<file path="src/rtl/life_step_engine.sv">
// Game-of-Life generation engine: the displayed grid is double-buffered, the next
// generation is built one row per clock in a shadow buffer, then committed at once.
module life_step_engine #(
  parameter int ROWS = 8,
  parameter int COLS = 8,
  parameter bit WRAP = 1'b1,
  parameter int GENW = 16
) (
  input  logic                           clk,
  input  logic                           _rst,
  input  logic                           step,
  input  logic                           load_en,
  input  logic [$clog2(ROWS)-1:0]        load_row,
  input  logic [COLS-1:0]                load_data,
  output logic                           busy,
  output logic                           done,
  output logic [ROWS*COLS-1:0]           grid_flat,
  output logic [GENW-1:0]                gen_count,
  output logic [$clog2(ROWS*COLS+1)-1:0] population,
  output logic                           stable
);
  localparam int RW = $clog2(ROWS);
  localparam int PW = $clog2(ROWS*COLS+1);
  localparam logic [RW-1:0] LAST_ROW = RW'(ROWS-1);

  typedef enum logic [1:0] {IDLE, COMPUTE, COMMIT} state_t;

  state_t                    state;
  logic [RW-1:0]             row;
  logic [ROWS-1:0][COLS-1:0] cur;
  logic [ROWS-1:0][COLS-1:0] shadow;
  logic [ROWS-1:0][COLS-1:0] loaded;
  logic [COLS-1:0]           up;
  logic [COLS-1:0]           mid;
  logic [COLS-1:0]           dn;
  logic [COLS-1:0]           next_row;
  logic [COLS+1:0]           up_x;
  logic [COLS+1:0]           mid_x;
  logic [COLS+1:0]           dn_x;
  logic [3:0]                n;
  logic                      load_ok;

  function automatic logic [PW-1:0] popcount(input logic [ROWS*COLS-1:0] v);
    logic [PW-1:0] cnt;
    cnt = '0;
    for (int i = 0; i < ROWS*COLS; i++) cnt = cnt + PW'(v[i]);
    return cnt;
  endfunction

  // Extends a row by one cell on each side so every column sees three neighbours.
  function automatic logic [COLS+1:0] pad(input logic [COLS-1:0] v);
    return {(WRAP ? v[0] : 1'b0), v, (WRAP ? v[COLS-1] : 1'b0)};
  endfunction

  always_comb begin
    up  = '0;
    dn  = '0;
    mid = cur[row];
    if (row != '0) up = cur[row - 1'b1];
    else if (WRAP) up = cur[LAST_ROW];
    if (row != LAST_ROW) dn = cur[row + 1'b1];
    else if (WRAP) dn = cur[0];
  end

  always_comb begin
    next_row = '0;
    n        = '0;
    up_x     = pad(up);
    mid_x    = pad(mid);
    dn_x     = pad(dn);
    for (int c = 0; c < COLS; c++) begin
      n = 4'(up_x[c]) + 4'(up_x[c+1]) + 4'(up_x[c+2])
        + 4'(mid_x[c]) + 4'(mid_x[c+2])
        + 4'(dn_x[c]) + 4'(dn_x[c+1]) + 4'(dn_x[c+2]);
      next_row[c] = (n == 4'd3) || (mid[c] && (n == 4'd2));
    end
  end

  assign load_ok = 32'(load_row) < ROWS;

  always_comb begin
    loaded = cur;
    if (load_ok) loaded[load_row] = load_data;
  end

  always_ff @(posedge clk or negedge _rst) begin
    if (!_rst) begin
      state      <= IDLE;
      row        <= '0;
      cur        <= '0;
      shadow     <= '0;
      gen_count  <= '0;
      population <= '0;
      busy       <= 1'b0;
      done       <= 1'b0;
      stable     <= 1'b0;
    end else begin
      done <= 1'b0;
      case (state)
        IDLE: begin
          if (load_en) begin
            if (load_ok) begin
              cur        <= loaded;
              population <= popcount(loaded);
              stable     <= 1'b0;
            end
          end else if (step) begin
            state <= COMPUTE;
            row   <= '0;
            busy  <= 1'b1;
          end
        end
        COMPUTE: begin
          shadow[row] <= next_row;
          if (row == LAST_ROW) begin
            state <= COMMIT;
            row   <= '0;
          end else begin
            row <= row + 1'b1;
          end
        end
        COMMIT: begin
          cur        <= shadow;
          gen_count  <= gen_count + 1'b1;
          population <= popcount(shadow);
          stable     <= (shadow == cur);
          state      <= IDLE;
          busy       <= 1'b0;
          done       <= 1'b1;
        end
        default: state <= IDLE;
      endcase
    end
  end

  assign grid_flat = cur;

endmodule

</file>
<file path="config.mk">
export PLATFORM = sky130hd
export DESIGN_NAME = life_step_engine
export DESIGN_NICKNAME = d
export VERILOG_FILES = /design/src/rtl/life_step_engine.sv
export SDC_FILE = /design/constraint.sdc
export NUM_CORES = 1
export LEC_CHECK = 0
export CAP_MARGIN = 15
export CORE_ASPECT_RATIO = 0.5
export CORE_MARGIN = 2
export CORE_UTILIZATION = 65
export CTS_CLUSTER_DIAMETER = 100
export CTS_CLUSTER_SIZE = 14
export DETAILED_ROUTE_END_ITERATION = 6
export PLACE_DENSITY = 0.94
export RECOVER_POWER = 100
export SLEW_MARGIN = 10
export SYNTH_ARGS = -nofsm -noshare
export SYNTH_HDL_FRONTEND = slang
export SYNTH_SLANG_ARGS = --single-unit
</file>
<file path="constraint.sdc">
create_clock -name clk -period 9.6 [get_ports clk]
set_clock_uncertainty 0.05 [all_clocks]
set_input_delay 1.92 -clock clk [delete_from_list [all_inputs] [get_ports clk]]
set_output_delay 1.92 -clock clk [all_outputs]
set_load 0.1 [all_outputs]
</file>
# Yosys cells after proc, flatten, opt, wreduce, memory -nomap -nowiden
# Index checks and enable logic that the tools add are counted.
dict set report totals {
  regBits 159
  in_bits 15
  output_inout_bits 90
  elab_cells 297
}
dict set report classes {
  addsub 185
  order_cmp 6
  n_eq_ne 25
  muxes 32
  n_reduce_logical 26
}
# operator n
set ops {}
lappend ops {{adder 7 x 1 -> 7 bit} 114}
lappend ops {{adder 4 x 1 -> 4 bit} 32}
lappend ops {{bitwise mux 64 bit} 2}
lappend ops {{case mux 64 bit (2 select lines)} 1}
lappend ops {{binary-select mux 8 bit (select 3 bit)} 3}
lappend ops {{== test 4 x 2 -> 1 bit, second input constant} 16}
lappend ops {{== test 64 bit} 1}
lappend ops {{two-way mux 64 bit} 1}
lappend ops {{two-way mux 8 bit} 7}
lappend ops {{demux 8 bit (select 3 bit)} 2}
lappend ops {{adder 3 x 1 -> 4 bit} 10}
lappend ops {{adder 2 x 1 -> 3 bit} 10}
lappend ops {{adder 1 x 1 -> 2 bit} 10}
lappend ops {{adder 16 x 1 -> 16 bit, second input constant} 1}
lappend ops {{< comparator 3 x 4 -> 1 bit, second input constant} 4}
lappend ops {{adder 6 x 1 -> 7 bit} 2}
lappend ops {{case mux 7 bit (2 select lines)} 1}
lappend ops {{adder 5 x 1 -> 6 bit} 2}
lappend ops {{adder 4 x 1 -> 5 bit} 2}
lappend ops {{logical AND 1 bit} 10}
lappend ops {{two-way mux 3 bit} 3}
lappend ops {{AND reduction 3 bit} 3}
lappend ops {{logical OR 1 bit} 8}
lappend ops {{inequality test 2 bit, second input constant} 4}
lappend ops {{17 further kinds} 25}

# Logic depth before layout (Yosys ltp)
dict set report logic_depth {
  depth_word 70
  ltp_mapped 26
  depth_no_buf 23
}

# Least setup slack after synthesis
# No wires, ideal clock.
dict set report synth_path {
  path_type {input port to flip-flop}
  start {in load_row[0]}
  end {reg population[4]}
  setup_time_ns 0.132
  arrival_ns 8.624
  required_time_ns 9.418
  setup_slack_ns 0.794
  stages 23
  n_path_buf 1
  path_cell_list {clkbuf_1 nor3b_2 mux2_2 fa_1 inv_1 fa_1 inv_1 fa_1 fa_1 fa_1 fa_1 inv_1 fa_1 fa_1 inv_1 ha_1 fa_1 a21o_1 a21oi_1 xnor2_1 nor2_1 a31oi_1 o21ai_0}
}
dict set report synth_via {
  elab_chain_cells 70
  word_cells_on_any_way 71
  cone_classes {63 x add/sub; 2 x order compare; 5 x mux; 1 x reduce/logical}
}
# element line
set synth_lines {}
lappend synth_lines {{from (decl)} 13} ;# input logic [$clog2(ROWS)-1:0] load_row,
lappend synth_lines {{< comparator 3 x 4 -> 1 bit (not written as such) or greater-or-equal comparator 3 x 1 -> 1 bit (tied branches)} 83} ;# if (load_ok) loaded[load_row] = load_data;
lappend synth_lines {{logical AND 1 bit (not written as such)} 83}
lappend synth_lines {{two-way mux 8 bit (not written as such)} 83}
lappend synth_lines {{demux 8 bit (select 3 bit) *} 83}
lappend synth_lines {{bitwise mux 64 bit *} 83}
lappend synth_lines {{adder 1 x 1 -> 2 bit} 46} ;# for (int i = 0; i < ROWS*COLS; i++) cnt = cnt + PW'(v[i]);
lappend synth_lines {{adder 2 x 1 -> 3 bit} 46}
lappend synth_lines {{adder 3 x 1 -> 4 bit} 46}
lappend synth_lines {{adder 4 x 1 -> 5 bit} 46}
lappend synth_lines {{adder 5 x 1 -> 6 bit} 46}
lappend synth_lines {{adder 6 x 1 -> 7 bit} 46}
lappend synth_lines {{adder 7 x 1 -> 7 bit (56 in a row)} 46}
lappend synth_lines {{adder 7 x 1 -> 7 bit *} 46}
lappend synth_lines {{two-way mux 7 bit *} 101} ;# if (load_en) begin
lappend synth_lines {{case mux 7 bit (2 select lines) *} 99} ;# case (state)
lappend synth_lines {{to (signal assigned)} 104} ;# population <= popcount(loaded);
lappend synth_lines {{to (signal assigned)} 125} ;# population <= popcount(shadow);
lappend synth_lines {{to (decl)} 19} ;# output logic [$clog2(ROWS*COLS+1)-1:0] population,
# Mark *: on every way between the ends. The rest lies on a longest branch, timed or not. The select of a mux whose other input is x is not followed.
# A chain may end at the register's enable or synchronous reset.

# Worst setup path in the final report
dict set report layout_path {
  start {in load_row[2]}
  end {reg population[4]}
}
# Same word-level chain as after synthesis.

==> results.toml <==
[global_routing]
grt_overflow = 0
groute.usage.overall_pct = 48.04
grt_max_degree = 113
antenna_found_initial = 7
grt_pass1_vias = 12703
grt_pass1_wl_um = 79550

[worst_setup_path]
crit_end = "population[4]"
end_kind = "flop"
cp_data_required_time_ns = 9.82
arrival_ns = 9.50
r2r_cells = 18
startpoint = "load_row[2]"
timing.rr.start = "row[0]"
crit_path_start_kind = "input port"
r2r_slack_ns = 1.25
path_max_fanout = 8
rr_endpoint = "shadow[56]"
critical_path_class = "input port to flop"

[sta]
hold_violations = 0
slew_headroom_pct = -308.4
slew_violations = 330
rsz0062_at_grt = "no"
worst_slack_ns = 0.3214
fmax_ghz = 0.1078
worst_pin_slew_ns = 6.126
finalCritPeriodShare_pct = 96.65
min_period_ns = 9.279
tns_ns = 0
final-setup-viol-count = 0

[final_layout]
postLayoutCellArea_um2 = 16340
layout.nets = 1675
synthToLayoutAreaGrowth_pct = 13.35
drive_gt1_share_pct = 12.69
utilization_pct = 75.22

[floorplan]
start_util_pct = 66.36
rows = 38
ioPinCount = 105
die_h_um = 109.3
dieWidth_um = 214.6
core-area_um2 = 21730
dieArea_um2 = 23460

[yosys]
synthArstFlopShare_pct = 100.0
yosys_warnings = 0
synth_edf_count = 0
synth_area_um2 = 14420
syn_inst = 1366
syn_area_per_cell_um2 = 10.56
synthDistinctLibCells = 57
syn-num-nets = 1580
ys_seq_elements = 159
synth-seq-area-share_pct = 27.59
synth_ff_type = "dfrtp_1"

[drt]
wl_per_cell_um = 30.00
drtIter0Drc = 1677
route.detailed.drc = 0
dr.pass1.iters = 7
vias = 12178
detail_route.vias_per_cell = 6.861
antenna_left = 0
routed_wl_um = 53250

[clock_tree]
cts_tree = "yes"
numCtsBuffers = 17
clockRootBuffer = "clkbuf_16"
insertion_delay_ns = 0.45
cts_buffer_depth = 2
clk_pin_slew_ns = 0.07
htree_levels = 4
cts_sinks = 159

[placed_design]
routabilityCongestion = 1.094
place_ws_ns = 0.03832
dp.final_hpwl_um = 40710
placed_area_um2 = 15790
io_buffers = 104

[worst_hold_path]
min_path_type = "flop to flop"

[outcome]
status = "complete, but fails checks"
violations = "capacitance limit, slew limit"

[job]
maxCapViolations = 5
layout by cell type (no fill, tap or decap), drive strengths merged, types with 27 or more instances in the layout:
cell type	count
a21oi	40
buf	27
clkbuf	27
dfrtp	159
dlygate4sd3	91
fa	140
ha	59
inv	191
mux2	90
mux2i	85
mux4	43
nand2	142
nor2	40
o21ai	112
xnor2	48
state kept, by name (all words and copies together) (netlist names):
register and flops:
grid_flat 64, population 7, row 3, gen_count 16, done 1, busy 1, shadow 64, stable 1
state 2
worst min path at each step:
| stage | from | to | slack (ns) | cells past startpoint |
|---|---|---|---|---|
| 4_1_cts | gen_count[15] | gen_count[15] | 0.43 | 1 |
| 5_1_grt | shadow[35] | grid_flat[35] | 0.47 | 2 |
| 3_3_place_gp | gen_count[15] | gen_count[15] | 0.41 | 1 |
| 3_5_place_dp | gen_count[15] | gen_count[15] | 0.42 | 1 |
| 2_1_floorplan | shadow[52] | grid_flat[52] | 0.40 | 2 |
| 6_report | gen_count[15] | gen_count[15] | 0.42 | 1 |
final cells by class:
class / count / area, um2
diodes: 1 / 2.502
clock inverters: 11 / 153.9
flip-flops and latches: 159 / 3980
inverters: 188 / 706.9
well taps: 300 / 375.4
clock buffers: 21 / 440.4
repair buffers: 136 / 1257
multi-input cells: 959 / 9427
fillers: 1430 / 5385
cell families after synthesis:
| kind of cell | count (synthesis) | share of synthesized area, % |
|---|---|---|
| and+or+nand+nor | 257 | 7.983 |
| DFF | 159 | 27.59 |
| adders and majority gates | 199 | 24.56 |
| xor gates and xnor gates | 73 | 4.434 |
| buffers and inverters | 248 | 6.942 |
| AOI/OAI and AO/OA | 212 | 8.608 |
| muxes | 218 | 19.88 |
synthesized netlist by cell type (3+ instances only):
| master | n | area share, % |
|---|---|---|
| xnor2_1 | 48 | 2.9 |
| a31oi_1 | 4 | 0.17 |
| o21ai_0 | 112 | 3.9 |
| clkbuf_1 | 32 | 0.83 |
| dfrtp_1 | 159 | 28 |
| buf_4 | 3 | 0.16 |
| and3_1 | 5 | 0.22 |
| o21a_1 | 3 | 0.16 |
| nor3_1 | 3 | 0.10 |
| o22ai_1 | 8 | 0.35 |
| nand3_1 | 17 | 0.59 |
| a21oi_1 | 40 | 1.4 |
| buf_1 | 3 | 0.078 |
| mux2_2 | 88 | 6.9 |
| a22o_1 | 3 | 0.18 |
| nor2_1 | 40 | 1.0 |
| ha_1 | 59 | 5.1 |
| o211ai_1 | 12 | 0.62 |
| nand4_1 | 13 | 0.56 |
| nand2_1 | 142 | 3.7 |
| nand3b_1 | 3 | 0.16 |
| inv_1 | 188 | 4.9 |
| mux2i_1 | 84 | 5.8 |
| nand2b_1 | 6 | 0.26 |
| buf_2 | 16 | 0.56 |
| nor4_1 | 9 | 0.39 |
| xor2_1 | 25 | 1.5 |
| o2bb2ai_1 | 3 | 0.18 |
| a21o_1 | 3 | 0.16 |
| fa_1 | 140 | 19 |
| mux4_1 | 6 | 1.1 |
| nor2b_1 | 8 | 0.35 |
| o211a_1 | 5 | 0.35 |
| buf_6 | 5 | 0.39 |
| mux4_2 | 37 | 5.8 |
critical path: stages:
cell	delay, ns
clkdlybuf4s50_1	0.55
nor3b_2	0.47
buf_4	0.24
mux2_2	0.36
fa_1	0.50
fa_1	0.45
fa_1	0.53
fa_1	0.54
fa_1	0.55
fa_1	0.55
inv_1	0.06
fa_1	0.53
fa_1	0.55
inv_1	0.05
ha_1	0.22
fa_1	0.42
a21o_1	0.22
a21oi_2	0.20
xnor2_1	0.18
nor2_1	0.06
a31oi_1	0.20
o21ai_0	0.13
what timing repair did:
action                                  CTS  global route
gates resized for setup                   0             1
buffers inserted                          0             0
endpoints found under the hold margin     0             0
endpoints found under the setup margin    0             1
hold buffers                              0             0
through the flow:
step | instances | hold slack [ns]
floorplan | 1366 | 0.3998
global placement | 1742 | 0.4149
detailed placement | 1742 | 0.4165
CTS | 1774 | 0.4254
global route | 1774 | 0.4655
finish | 1775 | 0.4156
layer usage:
metal	global-route usage, %	part of all wire [%]	up-vias
met2	72.36	42	1033
met4	24.40	6.1	6
met5	3.333	0.28	-
met3	23.71	17	275
met1	57.85	35	6043
li1	-	-	4821
Power is left out: the tool's default activity adds up to more than one toggle a clock period on the data nets, which glitch-free logic cannot reach.
